===== src/rtl/core_memory_pkg.sv =====
// Shared types for the core memory router: FSM states, access sizes and mask encodings.
package core_memory_pkg;

  typedef enum logic [1:0] {
    ST_IDLE,
    ST_SRAM_WAIT,
    ST_WB_WAIT,
    ST_RESP
  } state_t;

  typedef enum logic [1:0] {
    SZ_NONE,
    SZ_BYTE,
    SZ_HALF,
    SZ_WORD
  } size_t;

  localparam logic [3:0] MASK_BYTE = 4'b0001;
  localparam logic [3:0] MASK_HALF = 4'b0011;
  localparam logic [3:0] MASK_WORD = 4'b1111;

  // Any mask outside the three legal encodings (including zero) maps to SZ_NONE.
  function automatic size_t mask_to_size(input logic [3:0] mask);
    case (mask)
      MASK_BYTE: return SZ_BYTE;
      MASK_HALF: return SZ_HALF;
      MASK_WORD: return SZ_WORD;
      default:   return SZ_NONE;
    endcase
  endfunction

endpackage


===== src/rtl/core_memory_router_lane_aligner.sv =====
// Combinational byte-lane alignment: shifts store mask/data up to the addressed lane,
// shifts load data down and extends it, and flags illegal or misaligned requests.
module lane_aligner
  import core_memory_pkg::*;
(
  input  logic [1:0]  addr_lo,
  input  logic [3:0]  load_mask,
  input  logic [3:0]  store_mask,
  input  logic        load_signed,
  input  logic [31:0] wdata,
  input  logic [31:0] rdata_raw,
  output logic        req,
  output logic        is_store,
  output logic        bad,
  output logic [3:0]  lane_mask,
  output logic [31:0] wdata_lane,
  output logic [31:0] rdata_ext
);

  logic [3:0]  mask;
  size_t       size;
  logic [4:0]  shamt;
  logic [31:0] rshift;

  always_comb begin
    is_store   = |store_mask;
    req        = (|load_mask) | is_store;
    mask       = is_store ? store_mask : load_mask;
    size       = mask_to_size(mask);
    shamt      = {addr_lo, 3'b000};
    bad        = ((|load_mask) && is_store) ||
                 (req && size == SZ_NONE) ||
                 (size == SZ_HALF && addr_lo[0]) ||
                 (size == SZ_WORD && addr_lo != 2'b00);
    lane_mask  = mask << addr_lo;
    wdata_lane = wdata << shamt;
    rshift     = rdata_raw >> shamt;
    case (mask_to_size(load_mask))
      SZ_BYTE: rdata_ext = {{24{load_signed & rshift[7]}}, rshift[7:0]};
      SZ_HALF: rdata_ext = {{16{load_signed & rshift[15]}}, rshift[15:0]};
      default: rdata_ext = rshift;
    endcase
  end

endmodule


===== src/rtl/core_memory_router.sv =====
// Single-outstanding memory router between the RV32I core port and local SRAM / Wishbone peripherals.
// SRAM accesses complete in 2 cycles; Wishbone accesses wait for ack/err or a saturating timeout.
module core_memory_router
  import core_memory_pkg::*;
#(
  parameter int          SRAM_ADDR_BITS = 10,
  parameter logic [31:0] SRAM_BASE      = 32'h0000_0000,
  parameter logic [3:0]  WB_BASE_NIBBLE = 4'h1,
  parameter int          WB_TIMEOUT     = 255
) (
  input  logic                      clk,
  input  logic                      nrst,
  input  logic [31:0]               coreAddress,
  input  logic [3:0]                coreLoadMask,
  input  logic [3:0]                coreStoreMask,
  input  logic                      coreLoadSigned,
  input  logic [31:0]               coreWriteData,
  output logic [31:0]               coreReadData,
  output logic                      coreReady,
  output logic                      coreError,
  output logic                      sram_csb,
  output logic                      sram_web,
  output logic [3:0]                sram_wmask,
  output logic [SRAM_ADDR_BITS-1:0] sram_addr,
  output logic [31:0]               sram_din,
  input  logic [31:0]               sram_dout,
  output logic                      wb_cyc_o,
  output logic                      wb_stb_o,
  output logic                      wb_we_o,
  output logic [3:0]                wb_sel_o,
  output logic [31:0]               wb_adr_o,
  output logic [31:0]               wb_dat_o,
  input  logic [31:0]               wb_dat_i,
  input  logic                      wb_ack_i,
  input  logic                      wb_err_i
);

  localparam logic [7:0] TIMEOUT_CNT = 8'(WB_TIMEOUT);

  state_t      state, state_n;
  logic [7:0]  wb_cnt;
  logic [31:0] resp_data;
  logic        resp_err;

  logic        req, is_store, bad;
  logic [3:0]  lane_mask;
  logic [31:0] wdata_lane, rdata_ext, rdata_raw;
  logic        sram_hit, wb_hit, idle_err, idle_sram, idle_wb, wb_timeout;

  assign rdata_raw = (state == ST_SRAM_WAIT) ? sram_dout : wb_dat_i;

  lane_aligner u_lane_aligner (
    .addr_lo     (coreAddress[1:0]),
    .load_mask   (coreLoadMask),
    .store_mask  (coreStoreMask),
    .load_signed (coreLoadSigned),
    .wdata       (coreWriteData),
    .rdata_raw   (rdata_raw),
    .req         (req),
    .is_store    (is_store),
    .bad         (bad),
    .lane_mask   (lane_mask),
    .wdata_lane  (wdata_lane),
    .rdata_ext   (rdata_ext)
  );

  // SRAM decode wins when the two regions overlap.
  assign sram_hit   = coreAddress[31:SRAM_ADDR_BITS+2] == SRAM_BASE[31:SRAM_ADDR_BITS+2];
  assign wb_hit     = coreAddress[31:28] == WB_BASE_NIBBLE;
  assign idle_err   = req && (bad || !(sram_hit || wb_hit));
  assign idle_sram  = req && !bad && sram_hit;
  assign idle_wb    = req && !bad && !sram_hit && wb_hit;
  assign wb_timeout = wb_cnt == TIMEOUT_CNT;

  always_ff @(posedge clk) begin
    if (!nrst) begin
      state     <= ST_IDLE;
      wb_cyc_o  <= 1'b0;
      wb_stb_o  <= 1'b0;
      wb_we_o   <= 1'b0;
      wb_sel_o  <= 4'b0000;
      wb_adr_o  <= 32'h0;
      wb_dat_o  <= 32'h0;
      wb_cnt    <= 8'h0;
      resp_data <= 32'h0;
      resp_err  <= 1'b0;
    end else begin
      state <= state_n;
      case (state)
        ST_IDLE: begin
          if (idle_err) begin
            resp_err  <= 1'b1;
            resp_data <= 32'h0;
          end else if (idle_wb) begin
            wb_cyc_o <= 1'b1;
            wb_stb_o <= 1'b1;
            wb_we_o  <= is_store;
            wb_sel_o <= lane_mask;
            wb_adr_o <= {coreAddress[31:2], 2'b00};
            wb_dat_o <= wdata_lane;
            wb_cnt   <= 8'h0;
          end
        end
        ST_WB_WAIT: begin
          // err beats ack; ack beats a timeout landing in the same cycle.
          if (wb_err_i || (!wb_ack_i && wb_timeout)) begin
            wb_cyc_o  <= 1'b0;
            wb_stb_o  <= 1'b0;
            resp_err  <= 1'b1;
            resp_data <= 32'h0;
          end else if (wb_ack_i) begin
            wb_cyc_o  <= 1'b0;
            wb_stb_o  <= 1'b0;
            resp_err  <= 1'b0;
            resp_data <= is_store ? 32'h0 : rdata_ext;
          end else begin
            wb_cnt <= wb_cnt + 8'd1;
          end
        end
        default: ;
      endcase
    end
  end

  always_comb begin
    state_n      = state;
    sram_csb     = 1'b1;
    sram_web     = 1'b1;
    sram_wmask   = 4'b0000;
    sram_addr    = coreAddress[SRAM_ADDR_BITS+1:2];
    sram_din     = wdata_lane;
    coreReady    = 1'b0;
    coreError    = 1'b0;
    coreReadData = 32'h0;
    case (state)
      ST_IDLE: begin
        if (idle_err) begin
          state_n = ST_RESP;
        end else if (idle_sram) begin
          sram_csb   = 1'b0;
          sram_web   = !is_store;
          sram_wmask = is_store ? lane_mask : 4'b0000;
          state_n    = ST_SRAM_WAIT;
        end else if (idle_wb) begin
          state_n = ST_WB_WAIT;
        end
      end
      ST_SRAM_WAIT: begin
        coreReady    = 1'b1;
        coreReadData = is_store ? 32'h0 : rdata_ext;
        state_n      = ST_IDLE;
      end
      ST_WB_WAIT: begin
        if (wb_err_i || wb_ack_i || wb_timeout) state_n = ST_RESP;
      end
      ST_RESP: begin
        coreReady    = 1'b1;
        coreError    = resp_err;
        coreReadData = resp_data;
        state_n      = ST_IDLE;
      end
      default: state_n = ST_IDLE;
    endcase
  end

endmodule

===== config.mk =====
export PLATFORM = sky130hd
export DESIGN_NAME = core_memory_router
export DESIGN_NICKNAME = d
export VERILOG_FILES = /design/src/rtl/core_memory_pkg.sv /design/src/rtl/core_memory_router_lane_aligner.sv /design/src/rtl/core_memory_router.sv
export SDC_FILE = /design/constraint.sdc
export NUM_CORES = 1
export LEC_CHECK = 0
export ABC_AREA = 1
export CORE_AREA = 2 2 152 154
export DETAILED_ROUTE_END_ITERATION = 10
export DIE_AREA = 0 0 154 156
export PLACE_DENSITY = 0.59
export SETUP_SLACK_MARGIN = 0.2
export SYNTH_ARGS = -nofsm -noshare
export SYNTH_HDL_FRONTEND = slang
export SYNTH_SLANG_ARGS = --single-unit
export TNS_END_PERCENT = 30

===== constraint.sdc =====
create_clock -name clk -period 3.13 [get_ports clk]
set_input_delay 0.313 -clock clk [delete_from_list [all_inputs] [get_ports clk]]
set_output_delay 0.313 -clock clk [all_outputs]
set_load 0.05 [all_outputs]

Word-level counts from Yosys, hierarchy flattened:

Cells that the tools add are included.
Widths: inputs -> output; s select.

* register bits: 111
* input bits: 141

* add/subtract/negate cells: 1
* equality and inequality tests: 23
* shift-type cells: 3
* multiplexer cells: 41
* bitwise gates (word level): 4
* reduce and logical (&&, ||, !) cells: 36

Operator list (count)
* $pmux 32 s2: 3
* $mux 32: 5
* $mux 8: 4
* $shl 32x5->32: 1
* $shr 32x5->32: 1
* $logic_not 20->1: 1
* $mux 4: 5
* $pmux 2 s3: 3
* $pmux 8 s2: 1
* $mux 1: 14
* $eq 4x1->1 const B: 3
* $ne 2x2->1 const B: 6
* $eq 2x2->1 const B: 5
* $logic_and 1x1->1: 10
* $add 8x1->8 const B: 1
* $eq 4x2->1 const B: 2
* $eq 4x4->1 const B: 2
* $eq 8x8->1 const B: 1
* $logic_or 1x1->1: 8
* $mux 2: 4
* $reduce_or 4->1: 2
* $reduce_and 3->1: 2
* $logic_not 1->1: 5
* $reduce_and 5->1: 1
* other kinds (13): 18

Longest topological paths before layout:

Gate-level depths: netlist of run 1.

* depth after elaboration: 17
* gate-level depth with buffers: 17

Cells and area by module:

Synthesis of run 1 repeated with hierarchy kept, for this count alone.

* cells, all modules: 1014
* area total of the unflattened synthesis: 6846.6 um2

Modules (own cells, without submodules)
* core_memory_router: instances 1, cells an instance 717, area each 5348.9 um2, sequential area each 2222.1 um2
* lane_aligner: instances 1, cells an instance 297, area each 1497.7 um2, sequential area each 0.0 um2

Worst setup path after synthesis of run 1:

Ideal clock, no wire load.

* kind: input -> output
* from: input port coreStoreMask[1]
* to: output port sram_wmask[0]
* arrival time: 2.564 ns
* path slack: 0.253 ns
* stages on the path: 10
* path through: nor2_2 > nand2_2 > or2_4 > nand3_2 > inv_2 > nor2_2 > nand3_1 > inv_1 > nand3_1 > nor2_1

* longest elaborated chain between the ends: 15

Ends and longest elaborated chain
* from (decl): RTL line core_memory_router.sv:15 `input logic [3:0] coreStoreMask,`
* $reduce_or 4->1: RTL line core_memory_router_lane_aligner.sv:26 `is_store = |store_mask;`
* $mux 4: RTL line core_memory_router_lane_aligner.sv:28 `mask = is_store ? store_mask : load_mask;`
* $eq 4x4->1, or another cell as far along: RTL line core_memory_pkg.sv:24 `case (mask)`
* $pmux 2 s3: RTL line core_memory_pkg.sv:24
* $logic_not 2->1: RTL line core_memory_router_lane_aligner.sv:32 `(req && size == SZ_NONE) ||`
* $logic_and 1x1->1: RTL line core_memory_router_lane_aligner.sv:32
* $logic_or 1x1->1: RTL line core_memory_router_lane_aligner.sv:31 `bad = ((|load_mask) && is_store) ||`
* $logic_or 1x1->1: RTL line core_memory_router_lane_aligner.sv:32
* $logic_or 1x1->1: RTL line core_memory_router_lane_aligner.sv:33 `(size == SZ_HALF && addr_lo[0]) ||`
* $logic_not 1->1: RTL line core_memory_router.sv:71 `assign idle_sram = req && !bad && sram_hit;`
* $logic_and 1x1->1 (2 in a row): RTL line core_memory_router.sv:71
* $mux 4: RTL line core_memory_router.sv:139 `end else if (idle_sram) begin`
* $mux 4 *: RTL line core_memory_router.sv:137 `if (idle_err) begin`
* $mux 4 *: RTL line core_memory_router.sv:135 `case (state)`
* to (decl): RTL line core_memory_router.sv:23 `output logic [3:0] sram_wmask,`

Mark *: on every way between the ends. The rest lies on a longest branch, timed or not.

Final worst setup path of run 1:

* from: input port coreAddress[0]
* to: output port coreReadData[17]

* longest elaborated chain between the ends: 5

Ends and longest elaborated chain
* from (decl): RTL line core_memory_router.sv:13 `input logic [31:0] coreAddress,`
* $shr 32x5->32 *: RTL line core_memory_router_lane_aligner.sv:37 `rshift = rdata_raw >> shamt;`
* $and 1x1->1, on equally long branches: RTL line core_memory_router_lane_aligner.sv:40, core_memory_router_lane_aligner.sv:39
* $pmux 32 s2 *: RTL line core_memory_router_lane_aligner.sv:38 `case (mask_to_size(load_mask))`
* $mux 32 *: RTL line core_memory_router.sv:150 `coreReadData = is_store ? 32'h0 : rdata_ext;`
* $pmux 32 s2 *: RTL line core_memory_router.sv:135
* to (decl): RTL line core_memory_router.sv:18 `output logic [31:0] coreReadData,`

Marked as above.

==> results of run 1 <==
## final cells by class
class,count,area [um^2],share of cell area [%]
Multi-Input combinational cell,786,3890,36.8
Timing Repair Buffer,325,3460,32.7
Sequential cell,111,2230,21.1
Tap cell,285,357,3.37
Inverter,79,312,2.95
Clock buffer,9,225,2.13
Clock inverter,7,97.6,0.923
## metrics by stage
step	setup WS (ps)	cells
2_1_floorplan	253	1060
3_3_place_gp	186	1575
3_5_place_dp	139	1575
4_1_cts	251	1591
5_1_grt	139	1602
6_report	288	1602
## placed cells by master (no fill, tap or decap), types with 3 or more instances in the layout
master / count
sky130_fd_sc_hd__xor2_1: 4
sky130_fd_sc_hd__o21a_1: 3
sky130_fd_sc_hd__nor3_1: 22
sky130_fd_sc_hd__buf_12: 35
sky130_fd_sc_hd__buf_4: 62
sky130_fd_sc_hd__a21oi_2: 12
sky130_fd_sc_hd__inv_1: 71
sky130_fd_sc_hd__nor2_4: 5
sky130_fd_sc_hd__clkbuf_16: 9
sky130_fd_sc_hd__o21ai_1: 8
sky130_fd_sc_hd__o21ai_0: 89
sky130_fd_sc_hd__mux2i_1: 6
sky130_fd_sc_hd__a21oi_1: 70
sky130_fd_sc_hd__a211oi_1: 7
sky130_fd_sc_hd__nor2_1: 121
sky130_fd_sc_hd__nand3_4: 3
sky130_fd_sc_hd__o211ai_1: 9
sky130_fd_sc_hd__nand2_1: 290
sky130_fd_sc_hd__o2111ai_1: 5
sky130_fd_sc_hd__a21oi_4: 8
sky130_fd_sc_hd__a22oi_1: 8
sky130_fd_sc_hd__nor2_2: 5
sky130_fd_sc_hd__dfxtp_1: 110
sky130_fd_sc_hd__nand4_1: 5
sky130_fd_sc_hd__nand3_1: 75
sky130_fd_sc_hd__nand2_8: 3
sky130_fd_sc_hd__inv_8: 3
sky130_fd_sc_hd__clkdlybuf4s50_1: 217
sky130_fd_sc_hd__ha_1: 3
sky130_fd_sc_hd__or2_2: 7
sky130_fd_sc_hd__nand2_2: 5
sky130_fd_sc_hd__inv_2: 5
sky130_fd_sc_hd__buf_6: 8
## where the power goes
part / switching [uW] / internal, uW
logic: 684 / 446
clock network: 615 / 651
registers: 8.06 / 1420
## critical path, delay by kind of cell
kind | cells | cell delay [ps]
and+or+nand+nor | 6 | 660
buffers and inverters | 5 | 1240
AOI/OAI and AO/OA | 2 | 300
## flip-flops by register name (all words and copies together), names as in the netlist
name       count
wb_stb_o       1
wb_adr_o      30
wb_sel_o       4
wb_dat_o      32
state          2
wb_we_o        1
wb_cnt         8
resp_err       1
resp_data     32
## synthesized netlist by cell type (all sizes together) (6+ instances only)
library cell / count
a211oi: 7
a21oi: 90
a22oi: 8
buf: 50
clkbuf: 36
dfxtp: 111
inv: 78
mux2i: 6
nand2: 297
nand3: 80
nor2: 131
nor3: 23
o211ai: 9
o21ai: 97
or2: 8
## repair_timing
action / in CTS / in global routing
buffers inserted: 0 / 9
pin swaps: 0 / 6
endpoints found under the setup margin: 25 / 30
resized for setup: 12 / 55
hold buffers: 0 / 0
endpoints found under the hold margin: 0 / 0
gates cloned: 0 / 2
## cell families (layout without fill, tap and decap cells)
logic type / Yosys count / after routing
other: 1 / 2
xor gates and xnor gates: 5 / 5
muxes: 6 / 6
AOI/OAI and AO/OA: 223 / 223
and+or+nand+nor: 545 / 547
adders and majority gates: 3 / 3
DFF: 111 / 111
buffers and inverters: 165 / 420
## worst min-delay path by stage
stage                                      to  slack [ps]  cells past startpoint
detailed placement   wb_dat_o[9]$_SDFFE_PN0P_         440                      2
floorplan           resp_data[0]$_SDFFE_PN0P_         440                      2
global route           wb_cnt[6]$_SDFFE_PN0P_         450                      3
CTS                    wb_cnt[6]$_SDFFE_PN0P_         420                      3
global placement     wb_dat_o[9]$_SDFFE_PN0P_         430                      2
finish                 wb_cnt[4]$_SDFFE_PN0P_         430                      3
## per-layer routing
layer,track usage (%),up-vias
li1,-,3935
met1,28.3,3592
met2,36.3,300
met3,4.75,39
met4,7.83,2
met5,0,-
==> out/summary.json, run 1 <==
{
  "timing": {
    "max_slew.worst_pin.slew_ps": 810,
    "totalNegativeSetupSlack_ps": 0,
    "finalSetupViolations": 0,
    "fin_skew_ps": 15.0,
    "fin_hold_ws_ps": 429,
    "rsz_0062_raised_after_global_routing": "yes",
    "maximum_clock_rate_mhz": 352,
    "final_hold_violations": 0,
    "timing.max_slew.rel_slack_pct": 45.9,
    "finalWorstPathRequiredPeriod_ps": 2840,
    "timing.final.crit_share_pct": 90.8,
    "drv_slew": 0
  },
  "cells_and_area": {
    "finalInstanceArea_um2": 10600,
    "layout.filler_cells": 2246,
    "area_growth_syn_to_layout_pct": 60.2,
    "num_antenna_cells": 0,
    "fin_nets": 1456,
    "finish.utilization_pct": 47.3,
    "layout-drive-gt1-share_pct": 14.0
  },
  "route": {
    "postRouteAntennaNets": 0,
    "route.detailed.vias_per_inst": 4.91,
    "dr_total_vias": 7868,
    "post-route-drc-count": 0,
    "finalWirelength_um": 27800,
    "met2RoutedLength_um": 13100,
    "wire_length_on_met3_um": 1870,
    "drt-wirelength-per-cell_um": 17.4,
    "met1Wirelength_um": 12100,
    "pre_antenna_drt_iters": 5,
    "drt_iter0_markers": 573,
    "top_layer_used": "met5"
  },
  "floorplanning": {
    "initial_util_pct": 29.5,
    "die_h_um": 156,
    "die_w_um": 154,
    "io_pins": 294,
    "core.rowCount": 55,
    "floorplan.core_area_um2": 22400,
    "die_area_um2": 24000
  },
  "synthesis": {
    "synth.ff_latch_count": 111,
    "yosys.area_share.adder_pct": 0.569,
    "yosys-mux-area-fraction_pct": 0.910,
    "seq_area_frac_synth_pct": 33.7,
    "largest_family_of_logic_cells_by_synthesized_area": "simple AND/OR/NAND/NOR gates",
    "synth_enable_flop_cells": 0,
    "netlist_area_before_placement_um2": 6600,
    "yosys-top-cells-area": "sky130_fd_sc_hd__dfxtp_1 34%, sky130_fd_sc_hd__nand2_1 17%, sky130_fd_sc_hd__nor2_1 7.1%",
    "area_fraction_in_compound_gates_after_synthesis_pct": 18.4,
    "synth.distinct_cells": 39,
    "synth_cells": 1059,
    "post_synth_and_or_nand_nor_area_fraction_pct": 34.4,
    "synth_flop_cell": "sky130_fd_sc_hd__dfxtp_1",
    "synth_largest_type_area_fraction_pct": 33.7,
    "mean_post_synth_cell_area_um2": 6.23,
    "yosysWarningCount": 0,
    "synth_largest_area_cell": "sky130_fd_sc_hd__dfxtp_1",
    "synth-async-reset-ratio_pct": 0,
    "synth_xor_xnor_area_share_pct": 0.664
  },
  "critical_path": {
    "r2r_cells": 8,
    "crit_end_element": "primary output",
    "timing.setup.critical_path_class": "in2out",
    "regToRegSetupSlack_ps": 820,
    "critPathRequiredTime_ps": 2820,
    "critical_path_destination": "coreReadData[17]",
    "critPathMaxStageDelay_ps": 610,
    "crit_chain": "clkdlybuf4s50_1, buf_4, nor2_2, inv_2, o21ai_0, inv_1, nand4_1, nand3_4, nand2_8, a21oi_2, nand2_1, nand2_1, buf_4",
    "worst_path_max_delay_cell": "sky130_fd_sc_hd__clkdlybuf4s50_1",
    "crit_fanout": 10,
    "r2r-start": "state[0]$_SDFFE_PN0P_",
    "timing.rr.end": "wb_cnt[6]$_SDFFE_PN0P_",
    "critPathLaunch": "coreAddress[0]",
    "critical_path_arrival_ps": 2530,
    "crit_path_start_kind": "primary input"
  },
  "cts": {
    "clockRootBuffer": "sky130_fd_sc_hd__clkbuf_16",
    "cts-buffers-inserted": 9,
    "clkSlewWorstSetupHoldPaths_ps": 70,
    "cts.sinks": 111,
    "cts.path.max_buffers": 2,
    "clock_tree_from_tritoncts": "done",
    "worst_skew_pair.late_latency_ps": 370,
    "htreeDepth": 3
  },
  "place": {
    "post_dp_cell_area_um2": 9870,
    "place_hpwl_um": 21000,
    "routabilityCongestion": 0.870,
    "numPortBuffers": 291
  },
  "pwr": {
    "p_per_area_nw_per_um2": 362,
    "largest_voltage_drop_on_the_vdd_net_v": 0.000301,
    "cellLeakagePower_uw": 0.00447,
    "power.total_uw": 3820
  },
  "worst_hold_path": {
    "timing.hold.worst.start": "nrst",
    "hold_removal_path_class": "in2reg"
  },
  "global_route": {
    "pin_count_of_the_biggest_net_entering_global_routing": 68,
    "global_route.overflow_total": 0,
    "wire_length_of_the_first_global_routing_pass_um": 41600,
    "grt_antenna_before_repair": 1,
    "grt_usage_pct": 22.0,
    "first_global_vias": 7166
  },
  "flow_run": {
    "drv.max_cap_violation_count": 0
  },
  "run_status": {
    "status": "finished, final reports clean"
  }
}
(Power assumes the default switching activity.)
==> inputs of run 2 (changes only) <==
CORE_AREA = 4 4 154 156   (was 2 2 152 154)
DIE_AREA = 0 0 158 160   (was 0 0 154 156)
==> out/summary.json, run 2 (synthesized netlist as in run 1, its figures left out) <==
{
  "run_status": {
    "status": "finished, final reports clean"
  },
  "floorplanning": {
    "die_h_um": 160,
    "die_area_um2": 25300,
    "initial_util_pct": 29.5,
    "die_w_um": 158,
    "core.rowCount": 55,
    "io_pins": 294,
    "floorplan.core_area_um2": 22400
  },
  "route": {
    "postRouteAntennaNets": 0,
    "pre_antenna_drt_iters": 5,
    "post-route-drc-count": 0,
    "met2RoutedLength_um": 13800,
    "drt_iter0_markers": 576,
    "finalWirelength_um": 29000,
    "met1Wirelength_um": 12300,
    "route.detailed.vias_per_inst": 4.97,
    "drt-wirelength-per-cell_um": 18.1,
    "top_layer_used": "met5",
    "wire_length_on_met3_um": 2350,
    "dr_total_vias": 7972
  },
  "critical_path": {
    "crit_fanout": 11,
    "timing.setup.critical_path_class": "reg2out",
    "critPathMostFrequentCell": "sky130_fd_sc_hd__nand2_1",
    "critPathMaxStageDelay_ps": 430,
    "crit_chain": "nand2_8, inv_8, nand2_1, nand2_1, nand2_1, o21ai_2, nor2_1, nor2_4, nand2_1, nand3_2, nand2_4, a21oi_1, nand2_1, nand2_1, buf_4",
    "crit_path_start_kind": "flip-flop",
    "r2r_cells": 8,
    "critical_path_arrival_ps": 2530,
    "critical_path_buffer_and_inverter_count": 2,
    "worst_path_max_delay_cell": "sky130_fd_sc_hd__dfxtp_4",
    "cp_num_cells": 15,
    "critPathRequiredTime_ps": 2820,
    "worst_path_dominant_cell_family": "simple AND/OR/NAND/NOR gates",
    "crit_end_element": "primary output"
  },
  "global_route": {
    "grt_antenna_before_repair": 1,
    "global_route.overflow_total": 0,
    "first_global_vias": 7300,
    "pin_count_of_the_biggest_net_entering_global_routing": 78,
    "wire_length_of_the_first_global_routing_pass_um": 42900,
    "grt_usage_pct": 21.4
  },
  "timing": {
    "fin_skew_ps": 10.9,
    "timing.final.crit_share_pct": 90.7,
    "timing.max_slew.rel_slack_pct": 45.0,
    "maximum_clock_rate_mhz": 352,
    "rsz_0062_raised_after_global_routing": "yes",
    "finalSetupViolations": 0,
    "final_hold_violations": 0,
    "drv_slew": 0,
    "totalNegativeSetupSlack_ps": 0,
    "finalWorstPathRequiredPeriod_ps": 2840,
    "max_slew.worst_pin.slew_ps": 825
  },
  "pwr": {
    "power.sequential.fraction_pct": 37.8,
    "swShare_pct": 35.2,
    "largest_voltage_drop_on_the_vdd_net_v": 0.000223,
    "cellLeakagePower_uw": 0.00446,
    "switching_power_uw": 1330,
    "p_per_area_nw_per_um2": 359,
    "combPwrFrac_pct": 30.0,
    "cellInternalPower_uw": 2440,
    "power.clock.fraction_pct": 32.2,
    "power.total_uw": 3770
  },
  "cts": {
    "clockRootBuffer": "sky130_fd_sc_hd__clkbuf_16",
    "cts-buffers-inserted": 9,
    "htreeDepth": 3,
    "cts.sinks": 111,
    "worst_skew_pair.late_latency_ps": 360,
    "cts.path.max_buffers": 2,
    "postCtsHoldBufs": 0,
    "clkSlewWorstSetupHoldPaths_ps": 80,
    "clock_tree_from_tritoncts": "done"
  },
  "worst_hold_path": {
    "hold_removal_path_class": "reg2reg",
    "min_path_cells": 2
  },
  "cells_and_area": {
    "final_common_cell": "sky130_fd_sc_hd__nand2_1",
    "most-common-layout-cells": "292 x sky130_fd_sc_hd__nand2_1, 219 x sky130_fd_sc_hd__clkdlybuf4s50_1, 119 x sky130_fd_sc_hd__nor2_1, 110 x sky130_fd_sc_hd__dfxtp_1, 89 x sky130_fd_sc_hd__o21ai_0",
    "layout-drive-gt1-share_pct": 14.4,
    "fin_nets": 1459,
    "num_antenna_cells": 0,
    "largest_registers": "resp_data: 32 flops, wb_dat_o: 32 flops, wb_adr_o: 30 flops",
    "area_growth_syn_to_layout_pct": 59.3
  },
  "place": {
    "numPortBuffers": 291,
    "routabilityCongestion": 0.910,
    "place_hpwl_um": 21600
  },
  "flow_run": {
    "drv.max_cap_violation_count": 0
  }
}
==> run 2: cell types whose count changed in the layout (fill, tap and decap cells not counted), moves of 3 or more <==
cell and change:
sky130_fd_sc_hd__a21oi_2 +9, sky130_fd_sc_hd__a21oi_4 -7, sky130_fd_sc_hd__buf_4 +3, sky130_fd_sc_hd__nor2_2 +4
==> run 2: power by group through the flow <==
stage                     sequential (uW)  clock [uW]  combinational [uW]
after floorplan                      1460           0                 556
after global placement               1460           0                1080
after detailed placement             1460           0                1080
after CTS                            1420        1260                1090
after global routing                 1430        1310                1210
final                                1430        1210                1130
==> run 2: per-stage QoR <==
step | worst slack, ps | std cells | hold WS, ps | area [um^2] | util, %
floorplan | 253 | 1060 | 440 | 6600 | -
global placement | 250 | 1578 | 435 | 9920 | 44.4
detailed placement | 202 | 1578 | 440 | 9920 | 44.4
CTS | 201 | 1597 | 452 | 10300 | 46.0
global route | 170 | 1605 | 479 | 10500 | 47.0
finish | 290 | 1605 | 449 | 10500 | 47.0
==> run 2: worst register-to-register path, delay by kind of cell, from the launching register on <==
| kind | cells | cell delay [ps] |
|---|---|---|
| buf+inv | 3 | 1160 |
| compound gates | 1 | 60 |
| simple gates | 4 | 570 |
| flops | 1 | 430 |
==> run 2: final cells by class <==
cell class              instances  area, um^2
fillers                      2280       11900
clock inverters                 7        91.3
clock buffers                   9         225
multi-input cells             786        3810
repair buffers                328        3490
inverters                      79         310
flip-flops and latches        111        2230
well taps                     285         357
==> run 2: worst paths after layout <==
path	startpoint	slack (ps)	endpoint
worst max-delay path	state[0]$_SDFFE_PN0P_	290	coreReadData[31]
worst min-delay path	wb_dat_o[0]$_SDFFE_PN0P_	450	wb_dat_o[0]$_SDFFE_PN0P_
worst max register to register	state[0]$_SDFFE_PN0P_	790	wb_cnt[6]$_SDFFE_PN0P_
worst min register to register	wb_dat_o[0]$_SDFFE_PN0P_	450	wb_dat_o[0]$_SDFFE_PN0P_
==> run 2: timing repair <==
item | CTS | global route
cloned | 0 | 2
setup buffers | 3 | 6
pin swaps | 0 | 4
resized for setup | 5 | 46
endpoints found under the hold margin | 0 | 0
endpoints found under the setup margin | 26 | 29
==> run 2: routing by layer <==
metal / global-route usage (%) / vias to the layer above
met2: 35.7 / 338
met5: 0 / -
met3: 4.28 / 33
met4: 4.73 / 2
met1: 28.5 / 3654
li1: - / 3945
==> inputs of run 3 (changes only) <==
CORE_AREA = 4 4 157 159   (was 4 4 154 156)
DIE_AREA = 0 0 161 163   (was 0 0 158 160)
PLACE_DENSITY = 0.58   (was 0.59)
REMOVE_ABC_BUFFERS = 1   (was default)
SYNTH_HIERARCHICAL = 1   (was default)
==> out/summary.json, run 3 <==
{
  "floorplanning": {
    "floorplan.core_area_um2": 23300,
    "die_area_um2": 26200,
    "die_w_um": 161,
    "io_pins": 294,
    "initial_util_pct": 29.4,
    "die_h_um": 163,
    "core.rowCount": 56
  },
  "route": {
    "drt-wirelength-per-cell_um": 16.6,
    "postRouteAntennaNets": 0,
    "pre_antenna_drt_iters": 5,
    "post-route-drc-count": 0,
    "drt_iter0_markers": 388,
    "route.detailed.vias_per_inst": 4.79,
    "finalWirelength_um": 26900,
    "dr_total_vias": 7743
  },
  "cts": {
    "cts.sinks": 111,
    "clock_tree_from_tritoncts": "done",
    "cts-buffers-inserted": 9,
    "worst_skew_pair.late_latency_ps": 350,
    "htreeDepth": 3,
    "cts.path.max_buffers": 2,
    "clkSlewWorstSetupHoldPaths_ps": 80,
    "postCtsHoldBufs": 0,
    "clockRootBuffer": "sky130_fd_sc_hd__clkbuf_16"
  },
  "timing": {
    "rsz_0062_raised_after_global_routing": "no",
    "finalWorstSetupSlack_ps": 342,
    "fin_skew_ps": 12.9,
    "fin_hold_ws_ps": 317,
    "final_hold_violations": 0,
    "finalSetupViolations": 0,
    "finalWorstPathRequiredPeriod_ps": 2790,
    "timing.final.crit_share_pct": 89.1,
    "max_slew.worst_pin.slew_ps": 959,
    "timing.max_slew.rel_slack_pct": 36.1,
    "maximum_clock_rate_mhz": 359,
    "drv_slew": 0
  },
  "synthesis": {
    "synth_cells": 1014,
    "yosys-top-cells-area": "sky130_fd_sc_hd__dfxtp_1 32%, sky130_fd_sc_hd__nand2_1 11%, sky130_fd_sc_hd__nor2_1 9.4%",
    "mean_post_synth_cell_area_um2": 6.75,
    "synth_largest_area_cell": "sky130_fd_sc_hd__dfxtp_1",
    "yosysWarningCount": 6,
    "synth_largest_type_area_fraction_pct": 32.5,
    "synth.ff_latch_count": 111,
    "seq_area_frac_synth_pct": 32.5,
    "yosys.cell_count.top_type": "sky130_fd_sc_hd__nand2_1",
    "synth_common_cells": "195 x sky130_fd_sc_hd__nand2_1, 171 x sky130_fd_sc_hd__nor2_1, 127 x sky130_fd_sc_hd__o21ai_0",
    "synth_enable_flop_cells": 0,
    "synth-async-reset-ratio_pct": 0,
    "netlist_area_before_placement_um2": 6850,
    "synth_flop_cell": "sky130_fd_sc_hd__dfxtp_1",
    "synth.distinct_cells": 41
  },
  "place": {
    "numPortBuffers": 291,
    "routabilityCongestion": 0.836,
    "place_hpwl_um": 19400,
    "post-place-ws_ps": -66.1
  },
  "critical_path": {
    "critPathMostFrequentCell": "sky130_fd_sc_hd__nand2_1",
    "crit_fanout": 10,
    "worst_path_max_delay_cell": "sky130_fd_sc_hd__mux2_2",
    "timing.setup.critical_path_class": "reg2out",
    "critPathRequiredTime_ps": 2820,
    "critPathMaxStageDelay_ps": 390,
    "crit_end_element": "primary output",
    "crit_chain": "inv_4, nand2_8, mux2_2, nand2_1, o21ai_2, nand2_1, o211ai_4, nand3_4, buf_6, nand3_1, nand2_1, o21ai_1, buf_4, buf_12",
    "crit_path_start_kind": "flip-flop",
    "critical_path_arrival_ps": 2480
  },
  "cells_and_area": {
    "layout-drive-gt1-share_pct": 21.7,
    "seqCellArea_um2": 2230,
    "most-common-layout-cells": "213 x sky130_fd_sc_hd__clkdlybuf4s50_1, 191 x sky130_fd_sc_hd__nand2_1, 162 x sky130_fd_sc_hd__nor2_1, 111 x sky130_fd_sc_hd__o21ai_0, 109 x sky130_fd_sc_hd__dfxtp_1",
    "final_common_cell": "sky130_fd_sc_hd__clkdlybuf4s50_1",
    "area_growth_syn_to_layout_pct": 64.1,
    "largest_registers": "resp_data: 32 flops, wb_dat_o: 32 flops, wb_adr_o: 30 flops",
    "layout.filler_cells": 2382,
    "multi_input_comb_area_um2": 4070,
    "fin_nets": 1435
  },
  "global_route": {
    "grt_antenna_before_repair": 2,
    "global_route.overflow_total": 0,
    "first_global_vias": 7391,
    "grt_usage_pct": 19.6,
    "wire_length_of_the_first_global_routing_pass_um": 41000,
    "pin_count_of_the_biggest_net_entering_global_routing": 66
  },
  "pwr": {
    "power.total_uw": 3710,
    "p_per_area_nw_per_um2": 330,
    "largest_voltage_drop_on_the_vdd_net_v": 0.000322,
    "cellLeakagePower_uw": 0.00450
  },
  "worst_hold_path": {
    "hold_removal_path_class": "in2reg"
  },
  "flow_run": {
    "drv.max_cap_violation_count": 0
  },
  "run_status": {
    "status": "finished, final reports clean"
  }
}
run 3: changes by cell type after synthesis, sizes merged, moves of 6 or more:
cell and change:
nor3 -22, o21ai +30, nor2 +45, mux2i -6
mux2 +32, a211oi -7, a21oi -38, nand3 +35
nand2 -78, a22oi +7, inv -23
run 3: path summary, 6_finish.rpt:
| check | startpoint | to | slack, ps | cells after the start |
|---|---|---|---|---|
| worst min-delay path | nrst | wb_adr_o[21]$_SDFFE_PN0P_ | 320 | 3 |
| worst min register to register | wb_adr_o[29]$_SDFFE_PN0P_ | wb_adr_o[29]$_SDFFE_PN0P_ | 430 | 2 |
| worst max register to register | state[1]$_SDFFE_PN0P_ | resp_data[16]$_SDFFE_PN0P_ | 1100 | 12 |
| worst max-delay path | state[1]$_SDFFE_PN0P_ | coreReadData[16] | 340 | 14 |
run 3: where the power goes:
| group | switching [uW] | internal (uW) |
|---|---|---|
| clock network | 586 | 638 |
| registers | 5.89 | 1420 |
| logic | 609 | 455 |
run 3: cell families after synthesis:
group	share of synthesized area [%]
flops	32.5
fa+ha+maj	0.548
buf+inv	9.78
simple gates	33.9
mux	5.26
other cells	0.0548
compound gates	18.0
run 3: layer usage:
metal | routed length [um] | track usage, % | share of wire [%]
met5 | 13 | 0 | 0.048
met1 | 11700 | 24.5 | 44
met4 | 449 | 4.96 | 1.7
met3 | 1760 | 4.45 | 6.5
met2 | 12900 | 34.3 | 48
run 3: metrics by stage:
stage                     cell area [um^2]  std cells  TNS [ps]  util, %
after floorplan                       6390        930   -114930        -
after global placement               10800       1594      -154     46.3
after CTS                            11200       1614         0     48.0
after global routing                 11200       1616         0     48.3
after detailed placement             10800       1594      -396     46.3
final                                11200       1616         0     48.3
run 3: what timing repair did:
item                       4_1_cts  5_1_grt
setup buffers                    4        1
pin swaps                        2        3
resized for setup               24       26
setup endpoints to repair       30       30
gates cloned                     0        0
run 3: area by class of cell:
cell class	instances	share of cell area [%]
inverter	55	1.90
clock inverter	6	0.668
tap	319	3.55
antenna	1	0.0223
sequential	111	19.8
multi-input combinational	764	36.2
timing repair buffer	350	35.8
clock buffer	10	2.04
run 3: worst max-delay path, delay by kind of cell, from the launching register on:
kind,cells,cell delay [ps]
and+or+nand+nor,6,650
buffers and inverters,4,500
muxes,1,390
DFF,1,360
AOI/OAI and AO/OA,3,220
